$ cat config.mk
export PLATFORM = sky130hd
export DESIGN_NAME = dc_sweep_sequencer_flat
export DESIGN_NICKNAME = d
export VERILOG_FILES = /design/src/rtl/dc_sweep_sequencer_pkg.sv /design/src/rtl/dc_sweep_sequencer_if.sv /design/src/rtl/dc_sweep_sequencer_sweep_axis_counter.sv /design/src/rtl/dc_sweep_sequencer.sv /design/src/flat_wrapper.sv
export SDC_FILE = /design/constraint.sdc
export NUM_CORES = 1
export LEC_CHECK = 0
export ABC_AREA = 1
export CORE_MARGIN = 3
export CORE_UTILIZATION = 50
export DETAILED_ROUTE_END_ITERATION = 10
export PLACE_DENSITY = 0.82
export SYNTH_ARGS = -nofsm -noshare
export SYNTH_HDL_FRONTEND = slang
export SYNTH_SLANG_ARGS = --single-unit
$ cat constraint.sdc
create_clock -name clk -period 7.2 [get_ports clk]
set_input_delay 1.44 -clock clk [delete_from_list [all_inputs] [get_ports clk]]
set_output_delay 1.44 -clock clk [all_outputs]
set_load 0.005 [all_outputs]
$ cat src/rtl/dc_sweep_sequencer_pkg.sv
// Shared types for the DC-sweep sequencer: FSM state encoding, sample record
// layout and the default widths used by the fixture.
package dc_sweep_sequencer_pkg;

    localparam int DEF_DAC_W    = 12;
    localparam int DEF_ADC_W    = 16;
    localparam int DEF_SETTLE_W = 16;
    localparam int DEF_IDX_W    = 8;

    typedef enum logic [2:0] {
        IDLE,
        LOAD,
        SETTLE,
        REQ,
        OUT,
        DONE
    } state_t;

    typedef struct packed {
        logic [DEF_IDX_W-1:0] gidx;
        logic [DEF_IDX_W-1:0] didx;
        logic [DEF_ADC_W-1:0] data;
        logic                 last;
    } sample_rec_t;

endpackage

$ cat src/rtl/dc_sweep_sequencer_if.sv
// ADC request/acknowledge handshake plus the outgoing sample stream.
// The sequencer takes the master side; the ADC and sample FIFO take the slave side.
interface dc_sweep_sequencer_if #(
    parameter int ADC_W = dc_sweep_sequencer_pkg::DEF_ADC_W,
    parameter int IDX_W = dc_sweep_sequencer_pkg::DEF_IDX_W
) ();

    logic             adc_req;
    logic             adc_ack;
    logic [ADC_W-1:0] adc_data;

    logic             s_valid;
    logic             s_ready;
    logic [IDX_W-1:0] s_gidx;
    logic [IDX_W-1:0] s_didx;
    logic [ADC_W-1:0] s_data;
    logic             s_last;

    modport master (
        output adc_req,
        input  adc_ack,
        input  adc_data,
        output s_valid,
        input  s_ready,
        output s_gidx,
        output s_didx,
        output s_data,
        output s_last
    );

    modport slave (
        input  adc_req,
        output adc_ack,
        output adc_data,
        input  s_valid,
        output s_ready,
        input  s_gidx,
        input  s_didx,
        input  s_data,
        input  s_last
    );

endinterface

$ cat src/rtl/dc_sweep_sequencer_sweep_axis_counter.sv
// One bias axis of the sweep: latches start/step/count on load and walks the
// DAC code and point index, reporting when the final point is reached.
module sweep_axis_counter
    import dc_sweep_sequencer_pkg::*;
#(
    parameter int DAC_W = DEF_DAC_W,
    parameter int IDX_W = DEF_IDX_W
) (
    input  logic             clk,
    input  logic             rst,
    input  logic             load,
    input  logic [DAC_W-1:0] start_code,
    input  logic [DAC_W-1:0] step_code,
    input  logic [IDX_W-1:0] count,
    input  logic             step,
    input  logic             wrap,
    output logic [DAC_W-1:0] code,
    output logic [IDX_W-1:0] idx,
    output logic             is_last
);

    logic [DAC_W-1:0] start_q;
    logic [DAC_W-1:0] step_q;
    logic [IDX_W-1:0] last_q;

    // A zero point count is treated as a single point; code arithmetic wraps freely.
    always_ff @(posedge clk or posedge rst) begin
        if (rst) begin
            start_q <= '0;
            step_q  <= '0;
            last_q  <= '0;
            code    <= '0;
            idx     <= '0;
        end else if (load) begin
            start_q <= start_code;
            step_q  <= step_code;
            last_q  <= (count == '0) ? '0 : count - 1'b1;
            code    <= start_code;
            idx     <= '0;
        end else if (wrap) begin
            code <= start_q;
            idx  <= '0;
        end else if (step) begin
            code <= code + step_q;
            idx  <= idx + 1'b1;
        end
    end

    assign is_last = (idx == last_q);

endmodule

$ cat src/rtl/dc_sweep_sequencer.sv
// DC-sweep engine: gate bias outer loop, drain bias inner loop; at each point it
// settles, takes one ADC conversion and emits a tagged sample record.
module dc_sweep_sequencer
    import dc_sweep_sequencer_pkg::*;
#(
    parameter int DAC_W    = DEF_DAC_W,
    parameter int ADC_W    = DEF_ADC_W,
    parameter int SETTLE_W = DEF_SETTLE_W,
    parameter int IDX_W    = DEF_IDX_W
) (
    input  logic                clk,
    input  logic                rst,
    input  logic                start,
    input  logic                abort,
    input  logic [DAC_W-1:0]    vg_start,
    input  logic [DAC_W-1:0]    vg_step,
    input  logic [IDX_W-1:0]    vg_count,
    input  logic [DAC_W-1:0]    vd_start,
    input  logic [DAC_W-1:0]    vd_step,
    input  logic [IDX_W-1:0]    vd_count,
    input  logic [SETTLE_W-1:0] settle,
    output logic [DAC_W-1:0]    dac_vg,
    output logic [DAC_W-1:0]    dac_vd,
    output logic                dac_load,
    dc_sweep_sequencer_if.master sif,
    output logic                busy,
    output logic                done
);

    state_t state_q, state_d;

    logic                axis_load;
    logic                d_step, d_wrap, g_step;
    logic [IDX_W-1:0]    g_idx, d_idx;
    logic                g_last, d_last;
    logic [SETTLE_W-1:0] settle_q, settle_cnt;
    sample_rec_t         rec_q;

    sweep_axis_counter #(.DAC_W(DAC_W), .IDX_W(IDX_W)) u_gate (
        .clk(clk), .rst(rst), .load(axis_load),
        .start_code(vg_start), .step_code(vg_step), .count(vg_count),
        .step(g_step), .wrap(1'b0),
        .code(dac_vg), .idx(g_idx), .is_last(g_last)
    );

    sweep_axis_counter #(.DAC_W(DAC_W), .IDX_W(IDX_W)) u_drain (
        .clk(clk), .rst(rst), .load(axis_load),
        .start_code(vd_start), .step_code(vd_step), .count(vd_count),
        .step(d_step), .wrap(d_wrap),
        .code(dac_vd), .idx(d_idx), .is_last(d_last)
    );

    // Next-state and axis control; abort overrides everything and freezes the codes.
    always_comb begin
        state_d   = state_q;
        axis_load = 1'b0;
        d_step    = 1'b0;
        d_wrap    = 1'b0;
        g_step    = 1'b0;
        case (state_q)
            IDLE: begin
                if (start) begin
                    state_d   = LOAD;
                    axis_load = 1'b1;
                end
            end
            LOAD:   state_d = SETTLE;
            SETTLE: if (settle_cnt == '0) state_d = REQ;
            REQ:    if (sif.adc_ack) state_d = OUT;
            OUT: begin
                if (sif.s_ready) begin
                    if (!d_last) begin
                        d_step  = 1'b1;
                        state_d = LOAD;
                    end else if (!g_last) begin
                        d_wrap  = 1'b1;
                        g_step  = 1'b1;
                        state_d = LOAD;
                    end else begin
                        state_d = DONE;
                    end
                end
            end
            DONE:    state_d = IDLE;
            default: state_d = IDLE;
        endcase
        if (abort) begin
            state_d   = IDLE;
            axis_load = 1'b0;
            d_step    = 1'b0;
            d_wrap    = 1'b0;
            g_step    = 1'b0;
        end
    end

    // Settle interval is latched with the rest of the config and reloaded at every LOAD.
    always_ff @(posedge clk or posedge rst) begin
        if (rst) begin
            state_q    <= IDLE;
            settle_q   <= '0;
            settle_cnt <= '0;
            rec_q      <= '0;
        end else begin
            state_q <= state_d;
            if (axis_load) settle_q <= settle;
            if (state_q == LOAD) begin
                settle_cnt <= settle_q;
            end else if (state_q == SETTLE && settle_cnt != '0) begin
                settle_cnt <= settle_cnt - 1'b1;
            end
            if (state_q == REQ && sif.adc_ack && !abort) begin
                rec_q <= '{gidx: g_idx, didx: d_idx, data: sif.adc_data, last: g_last && d_last};
            end
        end
    end

    assign dac_load    = (state_q == LOAD);
    assign sif.adc_req = (state_q == REQ);
    assign sif.s_valid = (state_q == OUT);
    assign sif.s_gidx  = rec_q.gidx;
    assign sif.s_didx  = rec_q.didx;
    assign sif.s_data  = rec_q.data;
    assign sif.s_last  = rec_q.last;
    assign busy        = (state_q != IDLE);
    assign done        = (state_q == DONE);

endmodule

$ cat src/flat_wrapper.sv
// flat-port wrapper written by rule: the top's interface ports become plain ports
module dc_sweep_sequencer_flat import dc_sweep_sequencer_pkg::*;
#(
    parameter int DAC_W    = DEF_DAC_W,
    parameter int ADC_W    = DEF_ADC_W,
    parameter int SETTLE_W = DEF_SETTLE_W,
    parameter int IDX_W    = DEF_IDX_W
)
  (clk, rst, start, abort, vg_start, vg_step, vg_count, vd_start, vd_step, vd_count, settle, dac_vg, dac_vd, dac_load, busy, done, sif_adc_req, sif_adc_ack, sif_adc_data, sif_s_valid, sif_s_ready, sif_s_gidx, sif_s_didx, sif_s_data, sif_s_last);
  dc_sweep_sequencer_if #(.ADC_W(ADC_W), .IDX_W(IDX_W)) sif_i ();
  input  logic clk;
  input  logic rst;
  input  logic start;
  input  logic abort;
  input  logic [DAC_W-1:0] vg_start;
  input  logic [DAC_W-1:0] vg_step;
  input  logic [IDX_W-1:0] vg_count;
  input  logic [DAC_W-1:0] vd_start;
  input  logic [DAC_W-1:0] vd_step;
  input  logic [IDX_W-1:0] vd_count;
  input  logic [SETTLE_W-1:0] settle;
  output logic [DAC_W-1:0] dac_vg;
  output logic [DAC_W-1:0] dac_vd;
  output logic dac_load;
  output logic busy;
  output logic done;
  output wire logic [$bits(sif_i.adc_req)-1:0] sif_adc_req;
  input wire logic [$bits(sif_i.adc_ack)-1:0] sif_adc_ack;
  input wire logic [$bits(sif_i.adc_data)-1:0] sif_adc_data;
  output wire logic [$bits(sif_i.s_valid)-1:0] sif_s_valid;
  input wire logic [$bits(sif_i.s_ready)-1:0] sif_s_ready;
  output wire logic [$bits(sif_i.s_gidx)-1:0] sif_s_gidx;
  output wire logic [$bits(sif_i.s_didx)-1:0] sif_s_didx;
  output wire logic [$bits(sif_i.s_data)-1:0] sif_s_data;
  output wire logic [$bits(sif_i.s_last)-1:0] sif_s_last;
  assign sif_adc_req = sif_i.adc_req;
  assign sif_i.adc_ack = sif_adc_ack;
  assign sif_i.adc_data = sif_adc_data;
  assign sif_s_valid = sif_i.s_valid;
  assign sif_i.s_ready = sif_s_ready;
  assign sif_s_gidx = sif_i.s_gidx;
  assign sif_s_didx = sif_i.s_didx;
  assign sif_s_data = sif_i.s_data;
  assign sif_s_last = sif_i.s_last;
  dc_sweep_sequencer #(.DAC_W(DAC_W), .ADC_W(ADC_W), .SETTLE_W(SETTLE_W), .IDX_W(IDX_W)) u_core (.clk(clk), .rst(rst), .start(start), .abort(abort), .vg_start(vg_start), .vg_step(vg_step), .vg_count(vg_count), .vd_start(vd_start), .vd_step(vd_step), .vd_count(vd_count), .settle(settle), .dac_vg(dac_vg), .dac_vd(dac_vd), .dac_load(dac_load), .sif(sif_i), .busy(busy), .done(done));
endmodule
## Yosys cells after proc, flatten, opt, wreduce, memory -nomap -nowiden

Cells that the tools add are included.

| storage, ports and cells | value |
|---|---|
| input bits | 102 |
| bits in registers | 160 |
| output and inout port bits | 62 |

| operators by class | value |
|---|---|
| multiplexer cells | 34 |
| eq/ne operators | 11 |
| reduce and logical (&&, ||, !) cells | 15 |
| add/sub/neg operators | 7 |

Operators by type and width:

| cell | number |
|---|---|
| 2-to-1 mux 12 bit | 5 |
| 2-to-1 mux 8 bit | 7 |
| 2-to-1 mux 16 bit | 2 |
| adder 12 bit | 2 |
| 2-to-1 mux 3 bit | 7 |
| adder 8 x 1 -> 8 bit, second input constant | 2 |
| equality test 8 bit | 2 |
| zero test 16 bit | 1 |
| zero test 8 bit | 2 |
| nonzero test 16 bit | 1 |
| subtractor 16 x 1 -> 16 bit, second input constant | 1 |
| subtractor 8 x 1 -> 8 bit, second input constant | 2 |
| case mux 3 bit (5 select lines) | 1 |
| 2-to-1 mux 1 bit | 12 |
| != test 3 x 2 -> 1 bit, second input constant | 3 |
| equality test 3 x 2 -> 1 bit, second input constant | 2 |
| equality test 3 bit, second input constant | 2 |
| nonzero test 3 bit | 2 |
| logical AND 1 bit | 4 |
| AND reduction 4 bit | 1 |
| nonzero test 2 bit | 2 |
| equality test 3 x 1 -> 1 bit, second input constant | 1 |
| zero test 3 bit | 1 |
| != test 3 bit, second input constant | 1 |
| zero test 1 bit | 1 |

## Depth between registers and ports, before layout

| logic depth | value |
|---|---|
| depth after elaboration | 8 |
| gate-level depth with buffers | 14 |

## Hierarchy

From an unflattened synthesis, not the netlist that was laid out.

| unflattened totals | value |
|---|---|
| cells, all modules | 1172 |
| area total of the unflattened synthesis | 9559.2 um2 |

By module, submodules not included:

| module | sequential area each (um2) | cells an instance | instances | area an instance (um2) |
|---|---|---|---|---|
| sweep_axis_counter | 1301.2 | 402 | 2 | 3070.4 |
| dc_sweep_sequencer | 1701.6 | 368 | 1 | 3418.3 |

## Worst setup path before layout

No wires, ideal clock.

| timing path | value |
|---|---|
| kind | in2reg |
| start | input vd_count[0] |
| end | register u_core.u_drain.last_q[0] |
| path buffers | 0 |
| setup time | 0.159 ns |
| slack | 4.526 ns |
| data arrival time | 2.515 ns |
| required time | 7.041 ns |
| cell stages on the path | 5 |
| cell sequence | inv_1 > ha_1 > nand3_1 > o31ai_1 > o22ai_1 |

| on the way | value |
|---|---|
| word-level cells in the longest chain between the ends | 2 |
| elaborated cells between the ends (all ways) | 3 |

RTL lines:

| element | line | text |
|---|---|---|
| start, declared | flat_wrapper.sv:20 | `input logic [IDX_W-1:0] vd_count;` |
| subtractor 8 x 1 -> 8 bit or zero test 8 bit (tied branches) | dc_sweep_sequencer_sweep_axis_counter.sv:37 | `last_q <= (count == '0) ? '0 : count - 1'b1;` |
| 2-to-1 mux 8 bit * | dc_sweep_sequencer_sweep_axis_counter.sv:37 |  |
| end signal, assigned | dc_sweep_sequencer_sweep_axis_counter.sv:37 |  |
| end, declared | dc_sweep_sequencer_sweep_axis_counter.sv:24 | `logic [IDX_W-1:0] last_q;` |

Mark *: on every way between the ends. The rest lies on a longest branch, timed or not.
A chain may end at the register's enable or synchronous reset.

## Final worst setup path

| timing path | value |
|---|---|
| start | input start |
| end | register u_core.u_gate.last_q[3] |

| on the way | value |
|---|---|
| word-level cells in the longest chain between the ends | 3 |

RTL lines:

| element | line | text |
|---|---|---|
| start, declared | flat_wrapper.sv:13 | `input logic start;` |
| 2-to-1 mux 1 bit | dc_sweep_sequencer.sv:62 | `if (start) begin` |
| 2-to-1 mux 1 bit | dc_sweep_sequencer.sv:60 | `case (state_q)` |
| 2-to-1 mux 1 bit | dc_sweep_sequencer.sv:87 | `if (abort) begin` |
| end signal, assigned | dc_sweep_sequencer_sweep_axis_counter.sv:37 |  |
| end, declared | dc_sweep_sequencer_sweep_axis_counter.sv:24 |  |

No other way between the ends.

==> impl_metrics.ini <==
[timing]
setup_violations = 0
drv_slew = 0
worstMarginPinSlew_ns = 0.956
finClkSkew_ns = 0.00832
period_minus_slack_ns = 3.36
rsz0062_at_grt = false
fin_setup_tns_ns = 0
fmax_mhz = 297
hold_viol = 0
finalCritPeriodShare_pct = 46.7
max_slew_margin_pct = 36.3
hold_ws_ns = 0.471

[clock_tree]
numCtsBuffers = 17
cts_htree_levels = 4
ctsHoldBuffers = 0
cts_resized = 0
insertion_delay_ns = 0.43
clk_pin_slew_ns = 0.06
cts_root_buf = clkbuf_16
cts_tree = built
clock_path_buffers = 2
cts_setup_buffers = 0
cts.sinks = 160

[die]
die_x_um = 139
initial_core_util_pct = 52.2
die_h_um = 139
die_area_sq_mm = 0.0193
ios = 164
num_rows = 47
core_area_sq_mm = 0.0169

[drt]
route.detailed.drc = 0
drt-vias-per-instance = 5.25
routedWlPerCell_um = 14.3
route.antenna.remaining_nets = 0
drt_iter0_drc = 615
drt-total-wl_um = 21500
first_pass_iters = 5
vias = 7935

[grt]
grt_pass1_vias = 7489
use_met3_pct = 3.86
top_usage_layer = met2
grt_max_degree = 109
antenna_found_initial = 0
grt_pass1_wl_um = 35900
met2_usage_pct = 37.5
gr-total-overflow = 0
use_met1_pct = 29.9
grtUsageTotal_pct = 22.4

[finish]
n_antenna_cell = 0
layout-drive-gt1-share_pct = 5.58
instances_no_fill = 1511
final_nets = 1410
synthToLayoutAreaGrowth_pct = 26.4
final_cell_mix = 393 x nand2_1, 163 x clkdlybuf4s50_1, 160 x dfrtp_1
final_core_util_pct = 66.0
final_common_cell = nand2_1

[setup_path]
end_kind = register
reg2reg_depth = 6
worst_r2r_endpoint = u_core.u_gate.last_q[3]
crit_start = start
crit_path_end = u_core.u_gate.last_q[3]
crit_fanout = 95
worstSetupPathType = in -> reg
rr_startpoint = u_core.state_q[1]
crit_required_ns = 7.53
crit_path_start_kind = primary input
rrSetupSlack_ns = 4.75
cp.arrival_ns = 3.70

[yosys]
synthFlopType = dfrtp_1
synth.distinct_cells = 43
synth_area_per_cell_sq_um = 7.87
ys_seq_area_share_pct = 45.3
syn_area_sq_mm = 0.00884
yosysWarnings = 0
synth_edf_count = 0
ys_seq_elements = 160
async_flop_share_pct = 100
syn-num-nets = 1256
syn_inst = 1124

[pwr]
p_leak_uw = 0.00552
power_uw = 4370
power.density_mw_per_mm2 = 391
peakVddDrop_uv = 234

[status]
outcome = finished, final reports clean

[placement]
dp.cells = 1479
post-dp-hpwl_um = 15300
io_buffers = 163
gp_congestion = 0.901

[worst_hold_path]
hold_class = reg -> reg

[flow_run]
cap_violations = 0
## sequential cells by signal, indices dropped and copies added, names as in the netlist
signal                  cells
u_core.sif.s_data          16
u_core.u_drain.code        12
u_core.u_gate.code         12
u_core.u_drain.last_q       8
u_core.u_drain.start_q     12
u_core.settle_q            16
u_core.u_gate.last_q        8
u_core.sif.s_gidx           8
u_core.u_drain.idx          8
u_core.settle_cnt          16
u_core.u_gate.idx           8
u_core.u_drain.step_q      12
u_core.sif.s_last           1
u_core.sif.s_didx           8
u_core.state_q              3
u_core.u_gate.step_q       12
## cells in the mapped netlist (2+ instances only)
cell type	count	share of area (%)
fa_1	2	0.45
buf_4	3	0.25
nor3_2	2	0.23
buf_6	6	0.76
nor2_1	72	3.1
o22ai_1	23	1.6
a21oi_1	21	1.2
nand2_1	393	17
nand4_1	11	0.78
xor2_1	33	3.3
o31ai_1	2	0.17
nor3_4	3	0.55
o21ai_1	12	0.68
dfrtp_1	160	45
mux2_1	2	0.25
buf_2	17	0.96
inv_2	6	0.25
o21ai_0	62	3.5
o21bai_1	2	0.17
xnor2_1	9	0.89
o211ai_1	13	1.1
inv_1	118	5.0
ha_1	28	4.0
nand2_2	5	0.35
a31oi_1	2	0.14
nand2_4	2	0.25
nand3b_1	3	0.25
clkbuf_1	6	0.25
nand3_1	67	3.8
nor3_1	13	0.74
mux2_2	14	1.8
## per-stage QoR
step	cell area [sq um]	worst slack, ns
after floorplan	8840	1.44
after global placement	10600	3.48
after detailed placement	10600	3.41
after CTS	11200	3.85
after global routing	11200	3.66
final	11200	3.84
## critical path, stage by stage
cell and delay, ns:
clkdlybuf4s50_1 0.57, inv_1 0.10, nor3_4 0.18, buf_4 0.74, o31ai_1 0.42, o22ai_1 0.23
## routing by layer
metal	vias up	wire length (um)
li1	3911	-
met2	280	10400
met4	0	359
met1	3712	9510
met3	32	1260
met5	-	0
## report_power, final
group	internal, uW	switching, uW	total [uW]
clock	556	348	904
combinational	860	1130	1990
sequential	1240	240	1480
total	2650	1720	4370
## cells by family (layout without fill, tap and decap cells)
family | count (synthesis) | after routing | synth area share, %
compound gates | 142 | 142 | 9.07
xor+xnor | 42 | 42 | 4.16
buf+inv | 158 | 325 | 7.78
simple gates | 576 | 576 | 27.3
flops | 160 | 160 | 45.3
fa+ha+maj | 30 | 30 | 4.41
mux | 16 | 16 | 2.04
## area by class of cell
class	count	area, sq um
Fill cell	1410	5760
Multi-Input combinational cell	806	4160
Sequential cell	160	4000
Timing Repair Buffer	168	1670
Clock buffer	27	513
Inverter	125	482
Tap cell	220	275
Clock inverter	5	75.1
## worst min path at each step
stage | from | end | cells past startpoint
3_3_place_gp | u_core.u_drain.start_q[0] | u_core.u_drain.start_q[0] | 2
6_report | u_core.u_drain.start_q[7] | u_core.u_drain.start_q[7] | 2
3_5_place_dp | u_core.u_drain.start_q[7] | u_core.u_drain.start_q[7] | 2
2_1_floorplan | u_core.settle_q[1] | u_core.settle_q[1] | 2
5_1_grt | u_core.u_drain.start_q[7] | u_core.u_drain.start_q[7] | 2
4_1_cts | u_core.u_drain.start_q[7] | u_core.u_drain.start_q[7] | 2
(Power assumes the default switching activity.)
